$ cat src/rtl/tff_count_sequencer.sv
`default_nettype none
// ============================================================================
// Module   : tff_count_sequencer
// Summary  : Drives the toggle enables of an external T flip-flop bank so it
//            counts up or down to a programmed target, with a stuck-bank check.
// Revision : 1.0
// ============================================================================
module tff_count_sequencer #(
    parameter int WIDTH = 4
) (
    input  logic             clk,
    input  logic             rst,
    input  logic             start,
    input  logic             dir,
    input  logic [WIDTH-1:0] target,
    input  logic             pause,
    input  logic             abort,
    input  logic [WIDTH-1:0] q_in,
    output logic [WIDTH-1:0] t_out,
    output logic             tff_rst,
    output logic             busy,
    output logic             done,
    output logic             err
);

    localparam logic [2:0] c_idle  = 3'd0;
    localparam logic [2:0] c_clear = 3'd1;
    localparam logic [2:0] c_run   = 3'd2;
    localparam logic [2:0] c_done  = 3'd3;
    localparam logic [2:0] c_err   = 3'd4;

    // The step that would bring the counter to 2^WIDTH; a working bank always
    // matches before this many steps have been issued.
    localparam logic [WIDTH:0] c_last_step = {1'b0, {WIDTH{1'b1}}};

    logic [2:0]       r_state;
    logic [2:0]       w_state_nxt;
    logic [WIDTH-1:0] r_target;
    logic             r_dir;
    logic [WIDTH:0]   r_steps;
    logic             w_match;
    logic             w_step;
    logic [WIDTH-1:0] w_carry;
    logic [WIDTH-1:0] w_toggle;

    assign w_match = (q_in == r_target);

    // Ripple prefix: a bit toggles when every lower bit is 1 (up) or 0 (down).
    always_comb begin
        w_carry    = '0;
        w_carry[0] = 1'b1;
        for (int i = 1; i < WIDTH; i++) begin
            w_carry[i] = w_carry[i-1] & (q_in[i-1] ^ r_dir);
        end
    end

    always_comb begin
        w_state_nxt = r_state;
        w_step      = 1'b0;
        w_toggle    = '0;
        case (r_state)
            c_idle: begin
                if (start) begin
                    w_state_nxt = c_clear;
                end
            end
            c_clear: begin
                w_state_nxt = abort ? c_idle : c_run;
            end
            c_run: begin
                if (abort) begin
                    w_state_nxt = c_idle;
                end else if (w_match) begin
                    w_state_nxt = c_done;
                end else if (!pause) begin
                    w_step   = 1'b1;
                    w_toggle = w_carry;
                    if (r_steps == c_last_step) begin
                        w_state_nxt = c_err;
                    end
                end
            end
            c_done: begin
                w_state_nxt = c_idle;
            end
            c_err: begin
                if (abort) begin
                    w_state_nxt = c_idle;
                end
            end
            default: begin
                w_state_nxt = c_idle;
            end
        endcase
    end

    always_ff @(posedge clk) begin
        if (rst) begin
            r_state  <= c_idle;
            r_target <= '0;
            r_dir    <= 1'b0;
            r_steps  <= '0;
        end else begin
            r_state <= w_state_nxt;
            if (r_state == c_idle && start) begin
                r_target <= target;
                r_dir    <= dir;
                r_steps  <= '0;
            end else if (w_step) begin
                r_steps <= r_steps + 1'b1;
            end
        end
    end

    // Outputs are forced quiet while rst is high, even before the state settles.
    assign t_out   = rst ? '0 : w_toggle;
    assign tff_rst = rst | (r_state == c_clear);
    assign busy    = ~rst & ((r_state == c_clear) | (r_state == c_run));
    assign done    = ~rst & (r_state == c_done);
    assign err     = ~rst & (r_state == c_err);

endmodule
`default_nettype wire
$ cat config.mk
export PLATFORM = sky130hd
export DESIGN_NAME = tff_count_sequencer
export DESIGN_NICKNAME = d
export VERILOG_FILES = /design/src/rtl/tff_count_sequencer.sv
export SDC_FILE = /design/constraint.sdc
export NUM_CORES = 1
export LEC_CHECK = 0
export ABC_AREA = 1
export CELL_PAD_IN_SITES_DETAIL_PLACEMENT = 0
export CELL_PAD_IN_SITES_GLOBAL_PLACEMENT = 1
export CORE_MARGIN = 2
export CORE_UTILIZATION = 25
export CTS_BUF_LIST = sky130_fd_sc_hd__clkbuf_4
export CTS_CLUSTER_DIAMETER = 50
export DETAILED_ROUTE_END_ITERATION = 6
export DONT_BUFFER_PORTS = 1
export PLACE_DENSITY = 0.56
export SKIP_CTS_REPAIR_TIMING = 1
export SLEW_MARGIN = 5
export SYNTH_ARGS = -nofsm -noshare
export SYNTH_HDL_FRONTEND = slang
export SYNTH_SLANG_ARGS = --single-unit
$ cat constraint.sdc
create_clock -name clk -period 2.15 [get_ports clk]
set_clock_uncertainty 0.05 [all_clocks]
set_input_delay 0.645 -clock clk [delete_from_list [all_inputs] [get_ports clk]]
set_output_delay 0.645 -clock clk [all_outputs]
set_load 0.02 [all_outputs]
==> metrics.txt, run 1 <==
post-placement cell count=167; Setup CP Type=flip-flop to primary output; TritonCTS clock tree=built; Seq/Total Area, Yosys=32.25%; synth unique cells=26; vias in the first global route=693; power density over the cells=523.4 nW/um2; Setup crit end kind=primary output; status=finished clean; Placer Congestion=0.7617; clk_lat worst skew=0.28 ns; total global-route track usage=11.03%; port bufs=0; core box area=3053 um2; ANT cells=0; layout cell share with drive strength beyond 1=37.31%; HP Class=primary input to flip-flop; worst path required time=1.45 ns; initial DRC count=22; Netlist Area Pre-Place=807.0 um2; P_leak=0.4573 nW; area share of the largest cell type after synthesis=32.25%; Slew Viols, Final=0; total negative slack=0 ns; synth top area cells=dfxtp_1 32%, nand2_1 12%, inv_1 8.4%; Post-Layout Cell Count=178; Worst-Margin Slew=0.4602 ns; Final Setup Violations=0; crit path launch type=flip-flop; syn_nets=133; drt first pass iters=4; Root Buffer=clkbuf_4; area grow syn2layout=28.06%; detailed placer's ending HPWL=1430 um; RSZ-0062 raised after global routing=true; Die X=60.82 um; worst vdd ir=0.2958 mV; Synth area leader=dfxtp_1; Row Count=20; cell count after synthesis=117; Hold Path Cell Cnt=1; DR vias=748; Data arrival, critical path=1.44 ns; CP Max Fanout=4; global-route wire length before repair=2994 um; clk sink count=13; Tmin final=2.133 ns; routed wire length=1827 um; Final nets=151; initial antenna violation count=0; gr ovfl total=0; Area after DPL=909.6 um2; Period Utilization, post-route=99.20%; pin count of the biggest net entering global routing=12; Slew HR=69.42%; Residual DRC=0; chip height=60.82 um; die area=3698 um2; final count of hold timing violations=0; Starting Density=26.43%; WL/cell=10.26 um; antenna-violating nets left=0; I/O Pins=22; Power Total=0.5410 mW; TritonCTS Buffers=3; Max-cap violations=0; final instance area=1033 um2; Clock Pin Slew Worst Setup and Hold Paths=0.08 ns; # H-tree levels=1; Seq cells post-synth=13; vias per cell=4.202; Achievable Freq=0.4689 GHz; R2R cell count=6; buffer depth of the longest clock path=2; Mean Syn Cell Area=6.898 um2; yosys synthesis warning count=0
## worst max-delay path, stage by stage, from the launching register on
cell	delay, ns
dfxtp_4	0.36
inv_4	0.06
nand3_4	0.07
nor2_4	0.16
nand3_4	0.09
inv_4	0.07
nand2_4	0.05
nor3_2	0.14
buf_4	0.16
## routing by layer
layer	vias to the layer above	part of all wire (%)	global-route usage (%)
met5	-	0	0
met4	0	0.99	2.795
met3	2	5.5	5.330
met2	12	49	19.20
met1	334	44	12.02
li1	400	-	-
## area by class of cell
class / count / area (um2)
fillers: 367 / 2019
multi-input cells: 82 / 488.0
repair buffers: 14 / 105.1
clock buffers: 4 / 30.03
well taps: 44 / 55.05
flip-flops and latches: 13 / 271.5
inverters: 21 / 83.83
## placed cells by master (no fill, tap or decap), drive strengths merged, types with 2 or more instances in the layout
master,count
a21oi,11
buf,14
clkbuf,4
dfxtp,13
ha,2
inv,21
nand2,29
nand3,5
nand3b,2
nor2,16
nor3,4
o21ai,5
xor2,3
## report_power, final
group / internal [mW] / leakage, nW / switching, mW / total (mW)
Sequential: 0.255 / 0.109 / 0.0109 / 0.266
Combinational: 0.0407 / 0.330 / 0.0707 / 0.111
Clock: 0.0846 / 0.0184 / 0.0788 / 0.163
Total: 0.381 / 0.457 / 0.160 / 0.541
## synthesized netlist by cell type (all sizes together)
library cell	count
a31oi	1
nand3	5
or2	1
dfxtp	13
buf	1
inv	21
nand2	29
nand4	1
a41oi	1
nor2	16
xor2	3
nand3b	2
xnor2	1
ha	2
a21oi	11
nor3	4
o21ai	5
## path summary, 6_finish.rpt
kind	start	slack [ns]	to
setup / recovery	r_state[2]	0.02	t_out[3]
hold / removal	rst	0.37	r_state[2]
setup reg to reg	r_state[1]	0.61	r_steps[4]
hold reg to reg	r_target[2]	0.40	r_target[2]
## sequential cells by signal, summed over array words and instances (netlist names)
register	flops
r_dir	1
r_state	3
r_steps	5
r_target	4
## cells by family after synthesis
| kind of cell | share of synthesized area [%] |
|---|---|
| flops | 32.25 |
| compound gates | 12.25 |
| buf+inv | 10.70 |
| simple gates | 37.36 |
| fa+ha+maj | 3.100 |
| xor+xnor | 4.342 |
## per-stage QoR
step           hold slack, ns  utilization, %  setup slack, ns
6_report               0.3716           33.85          0.01724
5_1_grt                0.3546           33.85         -0.09028
4_1_cts                0.3744           30.78         -0.02539
3_5_place_dp           0.4135           29.80          0.04433
3_3_place_gp           0.4019           29.80          0.06328
2_1_floorplan          0.3934               -        -0.006092
Note: power is estimated with default switching activity, not from simulation.
==> run 2: changes to the inputs <==
- MAX_ROUTING_LAYER: default -> met4
==> results of run 2 <==
Same layout as run 1: the final DEF is identical, and so are final timing and power.
Main changes from that run: final weighted congestion in routability-driven placement 0.7617 -> 0.7718; overall routing resource usage 11.03% -> 11.38%
